[config.mk]
export PLATFORM = sky130hd
export DESIGN_NAME = lcd_bus_sequencer
export DESIGN_NICKNAME = d
export VERILOG_FILES = /design/src/rtl/lcd_pkg.sv /design/src/rtl/lcd_delay_counter.sv /design/src/rtl/lcd_bus_sequencer.sv
export SDC_FILE = /design/constraint.sdc
export NUM_CORES = 1
export LEC_CHECK = 0
export BUFFER_PORTS_ARGS = -buffer_cell sky130_fd_sc_hd__buf_2
export CORE_MARGIN = 4
export CORE_UTILIZATION = 30
export CTS_CLUSTER_DIAMETER = 40
export DETAILED_ROUTE_END_ITERATION = 6
export PLACE_DENSITY = 0.48
export SLEW_MARGIN = 20
export SYNTH_ARGS = -nofsm -noshare
export SYNTH_HDL_FRONTEND = slang
export SYNTH_SLANG_ARGS = --single-unit
[constraint.sdc]
create_clock -name fpga_clk_i -period 3.55 [get_ports fpga_clk_i]
set_clock_uncertainty 0.15 [all_clocks]
set_input_delay 0.355 -clock fpga_clk_i [delete_from_list [all_inputs] [get_ports fpga_clk_i]]
set_output_delay 0.355 -clock fpga_clk_i [all_outputs]
set_load 0.01 [all_outputs]
[src/rtl/lcd_pkg.sv]
// Shared types and constants for the character-LCD bus sequencer.
// Latency: none (declarations only).
// Backpressure: not applicable.
package lcd_pkg;

  typedef enum logic [2:0] {
    ST_PWRUP,
    ST_INIT_ISSUE,
    ST_IDLE,
    ST_SETUP,
    ST_PULSE,
    ST_HOLD,
    ST_WAIT
  } lcd_state_t;

  localparam int INIT_LEN = 7;

  // HD44780-style command codes
  localparam logic [7:0] CLR   = 8'h01;
  localparam logic [7:0] HOME  = 8'h02;
  localparam logic [7:0] FSET  = 8'h38;
  localparam logic [7:0] DON   = 8'h0C;
  localparam logic [7:0] EMODE = 8'h06;

  // Any command with no bits set outside the clear/home bits is a slow one.
  localparam logic [7:0] LONG_CMD_MASK = ~(CLR | HOME);

  // Init ROM, entry 0 first: FSET x4, DON, CLR, EMODE.
  localparam logic [INIT_LEN-1:0][7:0] INIT_ROM =
    {EMODE, CLR, DON, FSET, FSET, FSET, FSET};

  // Clear/home style commands need the long settle time.
  function automatic logic is_long_cmd(input logic rs, input logic [7:0] dat);
    return !rs && ((dat & LONG_CMD_MASK) == 8'h00);
  endfunction

  function automatic int max_int(input int a, input int b);
    return (a > b) ? a : b;
  endfunction

endpackage

[src/rtl/lcd_delay_counter.sv]
// Loadable down-counter timing every sequencer delay; done while count is 1.
// Latency: a load of N makes done assert N cycles after the load edge.
// Backpressure: none; start overrides any count in progress.
module lcd_delay_counter #(
  parameter int CNT_W = 8
) (
  input  logic             fpga_clk_i,
  input  logic             fpga_reset_i,
  input  logic             start,
  input  logic [CNT_W-1:0] load_val,
  output logic             done,
  output logic             idle
);

  logic [CNT_W-1:0] cnt;

  // Load on start, otherwise count down and park at zero.
  always_ff @(posedge fpga_clk_i or posedge fpga_reset_i) begin
    if (fpga_reset_i) begin
      cnt <= '0;
    end else if (start) begin
      cnt <= load_val;
    end else if (cnt != '0) begin
      cnt <= cnt - 1'b1;
    end
  end

  assign done = (cnt == CNT_W'(1));
  assign idle = (cnt == '0);

endmodule

[src/rtl/lcd_bus_sequencer.sv]
// Sequences power-up, the LCD init ROM, then requester bytes onto the LCD bus.
// Latency: accept at edge k -> E high k+1..k+EN, ready again 1+EN+1+wait cycles later.
// Backpressure: cmd_ready_o only in IDLE after init; valid is ignored otherwise.
module lcd_bus_sequencer
  import lcd_pkg::*;
#(
  parameter int EN_PULSE_CYC   = 25,
  parameter int SHORT_WAIT_CYC = 2500,
  parameter int LONG_WAIT_CYC  = 82000,
  parameter int PWRUP_WAIT_CYC = 2000000
) (
  input  logic       fpga_clk_i,
  input  logic       fpga_reset_i,
  input  logic       cmd_valid_i,
  input  logic       cmd_rs_i,
  input  logic [7:0] cmd_data_i,
  output logic       cmd_ready_o,
  output logic       busy_o,
  output logic       init_done_o,
  output logic [7:0] lcd_data_o,
  output logic       lcd_rs_o,
  output logic       lcd_enable_o,
  output logic       lcd_reset_o
);

  localparam int MAX_CYC = max_int(max_int(EN_PULSE_CYC, SHORT_WAIT_CYC),
                                   max_int(LONG_WAIT_CYC, PWRUP_WAIT_CYC));
  localparam int CNT_W   = $clog2(MAX_CYC) + 1;

  lcd_state_t       state, state_nxt;
  logic [2:0]       init_idx;
  logic             cnt_start;
  logic [CNT_W-1:0] cnt_load;
  logic             cnt_done;
  logic             cnt_idle;
  logic             dat_ld;
  logic [7:0]       dat_nxt;
  logic             rs_nxt;
  logic             idx_inc;
  logic             done_set;

  lcd_delay_counter #(
    .CNT_W (CNT_W)
  ) u_delay (
    .fpga_clk_i   (fpga_clk_i),
    .fpga_reset_i (fpga_reset_i),
    .start        (cnt_start),
    .load_val     (cnt_load),
    .done         (cnt_done),
    .idle         (cnt_idle)
  );

  // State register; reset parks in PWRUP so the whole bring-up replays.
  always_ff @(posedge fpga_clk_i or posedge fpga_reset_i) begin
    if (fpga_reset_i) begin
      state <= ST_PWRUP;
    end else begin
      state <= state_nxt;
    end
  end

  // Next state, counter loads, bus loads and state-decoded outputs.
  always_comb begin
    state_nxt    = state;
    cnt_start    = 1'b0;
    cnt_load     = '0;
    dat_ld       = 1'b0;
    dat_nxt      = lcd_data_o;
    rs_nxt       = lcd_rs_o;
    idx_inc      = 1'b0;
    done_set     = 1'b0;
    cmd_ready_o  = 1'b0;
    busy_o       = 1'b1;
    lcd_enable_o = 1'b0;
    lcd_reset_o  = 1'b0;

    case (state)
      ST_PWRUP: begin
        lcd_reset_o = 1'b1;
        // The first PWRUP cycle arms the counter, so load one less.
        if (cnt_idle) begin
          cnt_start = 1'b1;
          cnt_load  = CNT_W'(PWRUP_WAIT_CYC - 1);
        end else if (cnt_done) begin
          state_nxt = ST_INIT_ISSUE;
        end
      end
      ST_INIT_ISSUE: begin
        dat_ld    = 1'b1;
        dat_nxt   = INIT_ROM[init_idx];
        rs_nxt    = 1'b0;
        state_nxt = ST_SETUP;
      end
      ST_IDLE: begin
        busy_o      = 1'b0;
        cmd_ready_o = init_done_o;
        if (cmd_valid_i && init_done_o) begin
          dat_ld    = 1'b1;
          dat_nxt   = cmd_data_i;
          rs_nxt    = cmd_rs_i;
          state_nxt = ST_SETUP;
        end
      end
      ST_SETUP: begin
        cnt_start = 1'b1;
        cnt_load  = CNT_W'(EN_PULSE_CYC);
        state_nxt = ST_PULSE;
      end
      ST_PULSE: begin
        lcd_enable_o = 1'b1;
        if (cnt_done) begin
          state_nxt = ST_HOLD;
        end
      end
      ST_HOLD: begin
        cnt_start = 1'b1;
        cnt_load  = is_long_cmd(lcd_rs_o, lcd_data_o) ? CNT_W'(LONG_WAIT_CYC)
                                                      : CNT_W'(SHORT_WAIT_CYC);
        state_nxt = ST_WAIT;
      end
      ST_WAIT: begin
        if (cnt_done) begin
          if (init_done_o) begin
            state_nxt = ST_IDLE;
          end else if (init_idx < 3'(INIT_LEN - 1)) begin
            idx_inc   = 1'b1;
            state_nxt = ST_INIT_ISSUE;
          end else begin
            done_set  = 1'b1;
            state_nxt = ST_IDLE;
          end
        end
      end
      default: begin
        state_nxt = ST_PWRUP;
      end
    endcase
  end

  // Bus registers: loaded only when a byte is launched, held otherwise.
  always_ff @(posedge fpga_clk_i or posedge fpga_reset_i) begin
    if (fpga_reset_i) begin
      lcd_data_o <= 8'h00;
      lcd_rs_o   <= 1'b0;
    end else if (dat_ld) begin
      lcd_data_o <= dat_nxt;
      lcd_rs_o   <= rs_nxt;
    end
  end

  // Init ROM pointer and sticky init-complete flag.
  always_ff @(posedge fpga_clk_i or posedge fpga_reset_i) begin
    if (fpga_reset_i) begin
      init_idx    <= 3'd0;
      init_done_o <= 1'b0;
    end else begin
      if (idx_inc) begin
        init_idx <= init_idx + 3'd1;
      end
      if (done_set) begin
        init_done_o <= 1'b1;
      end
    end
  end

endmodule

======== Word-level counts from Yosys, hierarchy flattened ========
Memories as Yosys holds them, arrays and structs flattened.
Cells that the tools add are included.
word-level totals
  register bits ........................... 38
  bits in latches ......................... 0
  RAM bits ................................ 0
  ROM bits ................................ 64
  bits of input ports ..................... 12
  output and inout port bits .............. 14
  word-level logic and storage cells ...... 69
  memories ................................ 1
memory list
  name              words  bits a word  rd ports  clocked after memory_dff  wr ports  line                     RTL
  (name not given)  8      8            1         0                         0         lcd_bus_sequencer.sv:90  dat_nxt = INIT_ROM[init_idx];
operators by class
  $add $sub $neg .......................... 2
  multiply operators ...................... 0
  div/mod/pow operators ................... 0
  magnitude comparators ................... 2
  equality and inequality tests ........... 12
  shift-type cells ........................ 0
  multiplexer cells ....................... 34
  bitwise gates (word level) .............. 0
  reduce and logical (&&, ||, !) cells .... 12
operators with widths
  cell                   count
  $pmux 21 s3            1
  $mux 22                2
  $eq 22x1->1 const B    1
  $logic_not 22->1       1
  $reduce_bool 22->1     1
  $sub 22x1->22 const B  1
  $mux 21                1
  $pmux 3 s7             1
  $mux 17                1
  $mux 8                 2
  $pmux 8 s2             1
  $mux 1                 15
  $mux 3                 5
  $ne 2x2->1 const B     5
  $eq 3x3->1 const B     3
  $logic_not 8->1        1
  $eq 3x2->1 const B     2
  $pmux 1 s2             3
  $reduce_and 5->1       1
  $lt 3x4->1 const B     1
  $mux 2                 2
  $reduce_bool 2->1      2
  $add 3x1->3 const B    1
  $eq 3x1->1 const B     1
  other kinds (6)        7

======== Logic depth before layout (Yosys ltp) ========
Gate-level depths: netlist of the first run.
  depth after elaboration ................. 5
  mapped depth ............................ 8
  mapped depth without buffers ............ 7

======== Hierarchy ========
From an unflattened synthesis of the first run, not the netlist that was laid out.
unflattened totals
  cell total of the unflattened synthesis .. 250
  area total of the unflattened synthesis .. 2376.0 um^2
by module, submodules not included
  module             instances  cells each  area an instance (um^2)  seq. area each (um^2)
  lcd_delay_counter  1          144         1322.5                   550.5
  lcd_bus_sequencer  1          106         1053.5                   400.4

======== Least setup slack after synthesis of the first run ========
No wires, ideal clock.
  path kind ............................... register to register
  from .................................... register u_delay.cnt[17]
  to ...................................... register init_idx[1]
  library setup time ...................... 0.125 ns
  data arrival time ....................... 2.213 ns
  required time ........................... 3.275 ns
  slack ................................... 1.062 ns
  cell stages (with the launch flop) ...... 6
  buffers on the path ..................... 0
  period minus slack after synthesis ...... 2.488 ns
  cell sequence ........................... dfrtp_1 or4_4 or2_4 or3_1 or3_4 mux2_4
on the way
  word-level cells in the longest chain between the ends .. 3
RTL lines
  what                    line                      RTL
  from (decl)             lcd_delay_counter.sv:15   logic [CNT_W-1:0] cnt;
  from (signal assigned)  lcd_delay_counter.sv:22   cnt <= load_val;
  from (signal assigned)  lcd_delay_counter.sv:24   cnt <= cnt - 1'b1;
  $eq 22x1->1             lcd_delay_counter.sv:28   assign done = (cnt == CNT_W'(1));
  $mux 1                  lcd_bus_sequencer.sv:122  if (cnt_done) begin
  $mux 1                  lcd_bus_sequencer.sv:77   case (state)
  to (signal assigned)    lcd_bus_sequencer.sv:158  init_idx <= init_idx + 3'd1;
  to (decl)               lcd_bus_sequencer.sv:31   logic [2:0] init_idx;
No other way between the ends.
A chain may end at the register's enable or synchronous reset.

======== Final worst setup path of the first run ========
  from .................................... register u_delay.cnt[4]
  to ...................................... register init_idx[1]
The elaborated chain is that of the path after synthesis.

==> impl_metrics.json, run 1 <==
{
  "grt_max_degree": 39,
  "worstHoldPathType": "in2async",
  "async_flop_share": 1.00,
  "worstSetupEndpointType": "register",
  "drtIter0Drc": 146,
  "combPwrFrac": 0.017,
  "postCtsHoldBufs": 0,
  "fmax_mhz": 374,
  "dp_hpwl_mm": 4.01,
  "path_max_fanout": 8,
  "cts.sinks": 38,
  "cts_made_buffers": 5,
  "wire_per_inst_um": 14.3,
  "dp_worst_setup_slack_ns": 0.896,
  "power_uw": 903,
  "setup_viol": 0,
  "power.density_cell_area_nw_per_um2": 343,
  "synth_area_um2": 2220,
  "regToRegStartpoint": "u_delay.cnt[4]",
  "synthCells": 255,
  "status": "finished, final reports clean",
  "mostFrequentLayoutCells": "dfrtp_1 (38), nor2_1 (27), buf_2 (25)",
  "postCtsResizedCells": 0,
  "antenna_cells": 0,
  "start_util": 0.308,
  "fill_cells": 763,
  "chipHeight_um": 94.0,
  "cpPeakStageDelay_ns": 0.50,
  "synth_enable_flop_cells": 0,
  "synthFlopType": "dfrtp_1",
  "p_switching_uw": 165,
  "die-area_um2": 8840,
  "grtUsageTotal": 0.138,
  "peakVddDrop_mv": 0.155,
  "boundaryPins": 26,
  "gp_congestion": 0.807,
  "slew-limit-headroom": 0.618,
  "portBuffers": 25,
  "period_share": 0.753,
  "drc": 0,
  "vias_per_cell": 4.92,
  "worst_pin_slew_ns": 0.568,
  "startpoint_type": "register",
  "die_w_um": 94.0,
  "cp.arrival_ns": 2.71,
  "seqPwrFrac": 0.479,
  "r2r_cells": 5,
  "firstDrtPassIters": 4,
  "rsz0062_at_grt": "no",
  "critPathKind": "reg2reg",
  "path_cells": "nor3_2 > nand4_1 > or3_1 > or3_4 > mux2_4",
  "cts.htree.levels": 2,
  "root_buffer": "clkbuf_8",
  "num_vias": 1900,
  "rrSetupSlack_ns": 0.88,
  "insertion_delay_ns": 0.29,
  "syn_avg_cell_area_um2": 8.70,
  "final_common_cell": "dfrtp_1",
  "finalWorstSetupSlack_ns": 0.876,
  "min_period_ns": 2.67,
  "p_leak_uw": 0.00111,
  "ys_ff_latch": 38,
  "antenna_found_initial": 0,
  "ys_seq_area_frac": 0.428,
  "max_cap_viol_count": 0,
  "multi_input_area_um2": 1190,
  "synthesis.nets": 273,
  "swShare": 0.183,
  "synth_cell_types": 46,
  "area_growth_pct": 18.7,
  "drive_gt1_frac": 0.185,
  "clk_pin_slew_ns": 0.08,
  "rows": 31,
  "grt_pass1_vias": 1955,
  "critPathLaunch": "u_delay.cnt[4]",
  "nets": 304,
  "setup-tns-final_ns": 0,
  "worst-endpoint-required_ns": 3.58,
  "r2r-end": "init_idx[1]",
  "clkPwrFrac": 0.504,
  "ant_nets": 0,
  "grt_pass1_wl_mm": 9.58,
  "core_area_um2": 7210,
  "internal_power_uw": 737,
  "ctsLongestPathBuffers": 2,
  "hold_ws_ns": 0.0184,
  "grt-ovfl-total": 0,
  "final_hold_viol_count": 0,
  "slew_violations": 0,
  "post_cts_buffers": 0,
  "finalWirelength_mm": 5.54,
  "tritoncts": "built",
  "yosys_warnings": 0,
  "regArea_um2": 951,
  "slowest_stage": "or3_1"
}
cell usage after synthesis (2+ instances only):
master,instances,area [µm²]
nand2b_1,2,12.5
ha_1,6,75.1
o211ai_1,3,22.5
nand2_1,18,67.6
xor2_1,2,17.5
a31oi_1,2,12.5
inv_1,12,45.0
and3_1,2,12.5
clkbuf_1,8,30.0
or3_1,8,50.1
o21a_1,2,15.0
nor2_1,27,101
nor3b_1,3,22.5
dfrtp_1,38,951
nor3_1,13,65.1
or2_2,5,31.3
nor4_1,3,18.8
a211oi_1,3,22.5
xnor2_1,14,123
nand3b_1,3,22.5
nor2b_1,2,12.5
or4_1,2,15.0
nand4_1,5,31.3
a21oi_1,23,115
o21ai_0,17,85.1
nand3_1,12,60.1
layout make-up:
class / count / share of cell area
clock buffers: 6 / 0.0314
clock inverters: 2 / 0.0228
inverters: 13 / 0.0185
multi-input cells: 196 / 0.452
flip-flops and latches: 38 / 0.361
well taps: 99 / 0.0470
repair buffers: 32 / 0.0675
worst max-delay path: cells and delay by family (launching register included):
| family | cells | cell delay (ns) |
|---|---|---|
| DFF | 1 | 0.42 |
| muxes | 1 | 0.30 |
| and+or+nand+nor | 4 | 1.70 |
power groups by stage:
| stage | sequential, µW | combinational [µW] | clock [µW] |
|---|---|---|---|
| after floorplan | 441 | 6.49 | 0 |
| after global placement | 441 | 16.7 | 0 |
| final | 432 | 15.5 | 455 |
| after detailed placement | 441 | 16.5 | 0 |
| after CTS | 432 | 16.5 | 468 |
| after global routing | 432 | 18.5 | 486 |
cell families after synthesis:
family | share of synthesized area
simple gates | 0.271
compound gates | 0.157
flops | 0.428
buf+inv | 0.0355
xor+xnor | 0.0631
fa+ha+maj | 0.0338
mux | 0.0118
routing by layer:
metal  routed length, µm  share of wire  vias up  global-route usage
met4                  82          0.015        0              0.0385
met1                2780           0.50      884               0.189
met5                   0              0        -                   0
met3                 202          0.036       10              0.0280
li1                    -              -      968                   -
met2                2480           0.45       38               0.219
flip-flops by register name, summed over array words and instances (netlist names):
signal,count
lcd_rs_o,1
init_idx,3
state,3
lcd_data_o,8
u_delay.cnt,22
init_done_o,1
how the worst max path moves through the flow:
stage | endpoint | depth (start not counted) | slack, ns
after floorplan | init_idx[1] | 5 | 1.06
after global placement | init_idx[1] | 5 | 0.97
after detailed placement | init_idx[1] | 5 | 0.90
after CTS | init_idx[1] | 5 | 0.90
after global routing | init_idx[1] | 5 | 0.68
final | init_idx[1] | 5 | 0.88
through the flow:
step,instance area [µm²],utilization,cells
after global routing,2630,0.365,386
final,2630,0.365,386
after CTS,2630,0.365,386
after global placement,2490,0.345,378
after floorplan,2220,-,255
after detailed placement,2490,0.345,378
No activity file was read; power rests on OpenSTA's default activity.
==> inputs of run 2 (changes only) <==
--- a/config.mk
+++ b/config.mk
@@ -5,12 +5,13 @@
 export SDC_FILE = /design/constraint.sdc
 export NUM_CORES = 1
 export LEC_CHECK = 0
+export ABC_AREA = 1
 export BUFFER_PORTS_ARGS = -buffer_cell sky130_fd_sc_hd__buf_2
 export CORE_MARGIN = 4
 export CORE_UTILIZATION = 30
 export CTS_CLUSTER_DIAMETER = 40
 export DETAILED_ROUTE_END_ITERATION = 6
-export PLACE_DENSITY = 0.48
+export PLACE_DENSITY = 0.47
 export SLEW_MARGIN = 20
 export SYNTH_ARGS = -nofsm -noshare
 export SYNTH_HDL_FRONTEND = slang
==> constraint.sdc (replaced) <==
create_clock -name fpga_clk_i -period 2.7 [get_ports fpga_clk_i]
set_clock_uncertainty 0.15 [all_clocks]
set_input_delay 0.27 -clock fpga_clk_i [delete_from_list [all_inputs] [get_ports fpga_clk_i]]
set_output_delay 0.27 -clock fpga_clk_i [all_outputs]
set_load 0.01 [all_outputs]
==> run 2 against run 1 <==
Against the previous run:
- setup slack worse by 0.19 ns
- routed wire length up 5.2%
- largest cell class unchanged
- clock-buffer cell count is the same
- non-clock buffer count shrank 5
- sequential share of layout area decreased by 1.7 points
- final area rose by 4.9%
- clock power fell by 4%
- critical path type unchanged
- via count grew 7.7%
- synthesized cell count grew 24%
- area after synthesis is 10% higher
- critical endpoint is now u_delay.cnt[18]
- critical path depth increased by 3
==> impl_metrics.json, run 2 <==
{
  "synthesis.nets": 335,
  "largest-register": "u_delay.cnt",
  "root_buffer": "clkbuf_8",
  "drc": 0,
  "clk_pin_slew_ns": 0.08,
  "synthTopCellsByArea": "dfrtp_1 (39%), nand2_1 (11%), nor2_1 (8.0%), inv_1 (5.7%), nand3_1 (3.5%)",
  "vias_per_cell": 4.55,
  "drive_gt1_frac": 0.175,
  "synthTopCellsByCount": "nand2_1 (70), nor2_1 (52), dfrtp_1 (38), inv_1 (37), nand3_1 (17)",
  "dp_hpwl_mm": 4.34,
  "cts.htree.levels": 2,
  "core_area_um2": 7810,
  "start_util": 0.313,
  "grt_pass1_vias": 2139,
  "post_cts_buffers": 0,
  "max_cap_viol_count": 0,
  "async_flop_share": 1.00,
  "wire_per_inst_um": 12.9,
  "worst-endpoint-required_ns": 2.78,
  "setup-tns-final_ns": 0,
  "startpoint_type": "register",
  "synth_top_area_cell": "dfrtp_1",
  "p_leak_uw": 0.00133,
  "fill_cells": 846,
  "area_growth_pct": 13.2,
  "drtIter0Drc": 97,
  "dp_cells": 441,
  "status": "finished, final reports clean",
  "worstHoldPathType": "in2reg",
  "yosys_warnings": 0,
  "synth_enable_flop_cells": 0,
  "antenna_found_initial": 0,
  "num_vias": 2047,
  "instances_no_fill": 450,
  "critPathKind": "reg2reg",
  "ys_ff_latch": 38,
  "fmax_mhz": 495,
  "top_regs": "u_delay.cnt: 22 flops, lcd_data_o: 8 flops",
  "synthFlopType": "dfrtp_1",
  "antenna_cells": 0,
  "syn_avg_cell_area_um2": 7.70,
  "synthCells": 317,
  "insertion_delay_ns": 0.30,
  "final_hold_viol_count": 0,
  "grt_max_degree": 39,
  "tritoncts": "built",
  "synth_area_um2": 2440,
  "chipHeight_um": 98.2,
  "cts_made_buffers": 5,
  "postCtsResizedCells": 0,
  "setup_viol": 0,
  "cts.sinks": 38,
  "path_max_fanout": 15,
  "grt_pass1_wl_mm": 10.1,
  "final_common_cell": "nand2_1",
  "rsz0062_at_grt": "no",
  "finalWirelength_mm": 5.83,
  "slew_violations": 0,
  "grtUsageTotal": 0.128,
  "period_share": 0.748,
  "cp.arrival_ns": 2.10,
  "die-area_um2": 9640,
  "die_w_um": 98.2,
  "gp_congestion": 0.800,
  "grt-ovfl-total": 0,
  "min_period_ns": 2.02,
  "firstDrtPassIters": 4,
  "worst_pin_slew_ns": 0.631,
  "ys_seq_area_frac": 0.390,
  "boundaryPins": 26,
  "ctsLongestPathBuffers": 2,
  "portBuffers": 25,
  "synth.most_common_cell": "nand2_1",
  "rows": 32,
  "synth_cell_types": 35,
  "mostFrequentLayoutCells": "nand2_1 (70), nor2_1 (52), dfrtp_1 (38)",
  "largest_register_ffs": 22,
  "ant_nets": 0,
  "nets": 365,
  "postCtsHoldBufs": 1,
  "netlist.area_leader.share": 0.390,
  "power.density_cell_area_nw_per_um2": 372,
  "slew-limit-headroom": 0.579,
  "peakVddDrop_mv": 0.143,
  "worstSetupEndpointType": "register"
}
## run 2: cell types whose count changed after synthesis, moves of 8 or more
cell and delta:
nand2_1 +52, inv_1 +25, nor2_1 +25, or3_1 -8
clkbuf_1 -8, xnor2_1 -10, o21ai_0 -8
## run 2: per-layer routing
metal	global-route usage	vias up	part of all wire
li1	-	1076	-
met1	0.166	925	0.49
met2	0.209	37	0.45
met3	0.0321	9	0.045
met4	0.0441	0	0.016
met5	0	-	0
## run 2: path summary, 6_finish.rpt
| path | end | from | cells past startpoint | slack (ns) |
|---|---|---|---|---|
| max in group asynchronous | u_delay.cnt[3] | fpga_reset_i | 4 | 1.57 |
| setup / recovery | u_delay.cnt[18] | u_delay.cnt[0] | 8 | 0.68 |
| hold reg to reg | lcd_rs_o | lcd_rs_o | 2 | 0.41 |
| min in group asynchronous | u_delay.cnt[19] | fpga_reset_i | 4 | 0.48 |
| hold / removal | lcd_data_o[7] | cmd_data_i[7] | 3 | 0.04 |
| setup reg to reg | u_delay.cnt[18] | u_delay.cnt[0] | 8 | 0.68 |
## run 2: cell families (layout without fill, tap and decap cells)
logic type / count (synthesis) / in the layout / share of synthesized area
XOR/XNOR: 13 / 13 / 0.0466
adder cells (fa/ha/maj): 6 / 6 / 0.0308
buffers and inverters: 44 / 75 / 0.0830
AO/OA/AOI/OAI: 42 / 42 / 0.0989
flip-flops: 38 / 38 / 0.390
AND/OR/NAND/NOR: 174 / 174 / 0.351
## run 2: layout make-up
cell class | count | area [µm²] | area share
clock buffer | 6 | 82.6 | 0.0299
timing repair buffer | 27 | 143 | 0.0516
multi-input combinational | 235 | 1290 | 0.466
sequential | 38 | 951 | 0.344
inverter | 40 | 160 | 0.0579
clock inverter | 2 | 12.5 | 0.00453
tap | 102 | 128 | 0.0462
## run 2: critical path, cell delays in order (launching register included)
cell,delay [ns]
dfrtp_1,0.42
inv_1,0.10
ha_1,0.28
nand2_4,0.11
nor2_8,0.19
nand4_4,0.27
inv_1,0.26
a21oi_1,0.06
nor2_1,0.10
## run 2: power by group
part           internal, µW  switching [µW]
clock network           206             233
registers               568               0
logic                  7.51            14.1
total                   782             247
## run 2: through the flow
| stage | util | worst slack (ns) | hold WS (ns) | area, µm² | total power [µW] |
|---|---|---|---|---|---|
| after floorplan | - | 0.987 | 0.267 | 2440 | 588 |
| after global placement | 0.341 | 0.752 | 0.282 | 2660 | 602 |
| after detailed placement | 0.341 | 0.682 | 0.279 | 2660 | 602 |
| after CTS | 0.354 | 0.655 | 0.0447 | 2760 | 1040 |
| after global routing | 0.354 | 0.510 | 0.0618 | 2760 | 1070 |
| final | 0.354 | 0.681 | 0.0436 | 2760 | 1030 |
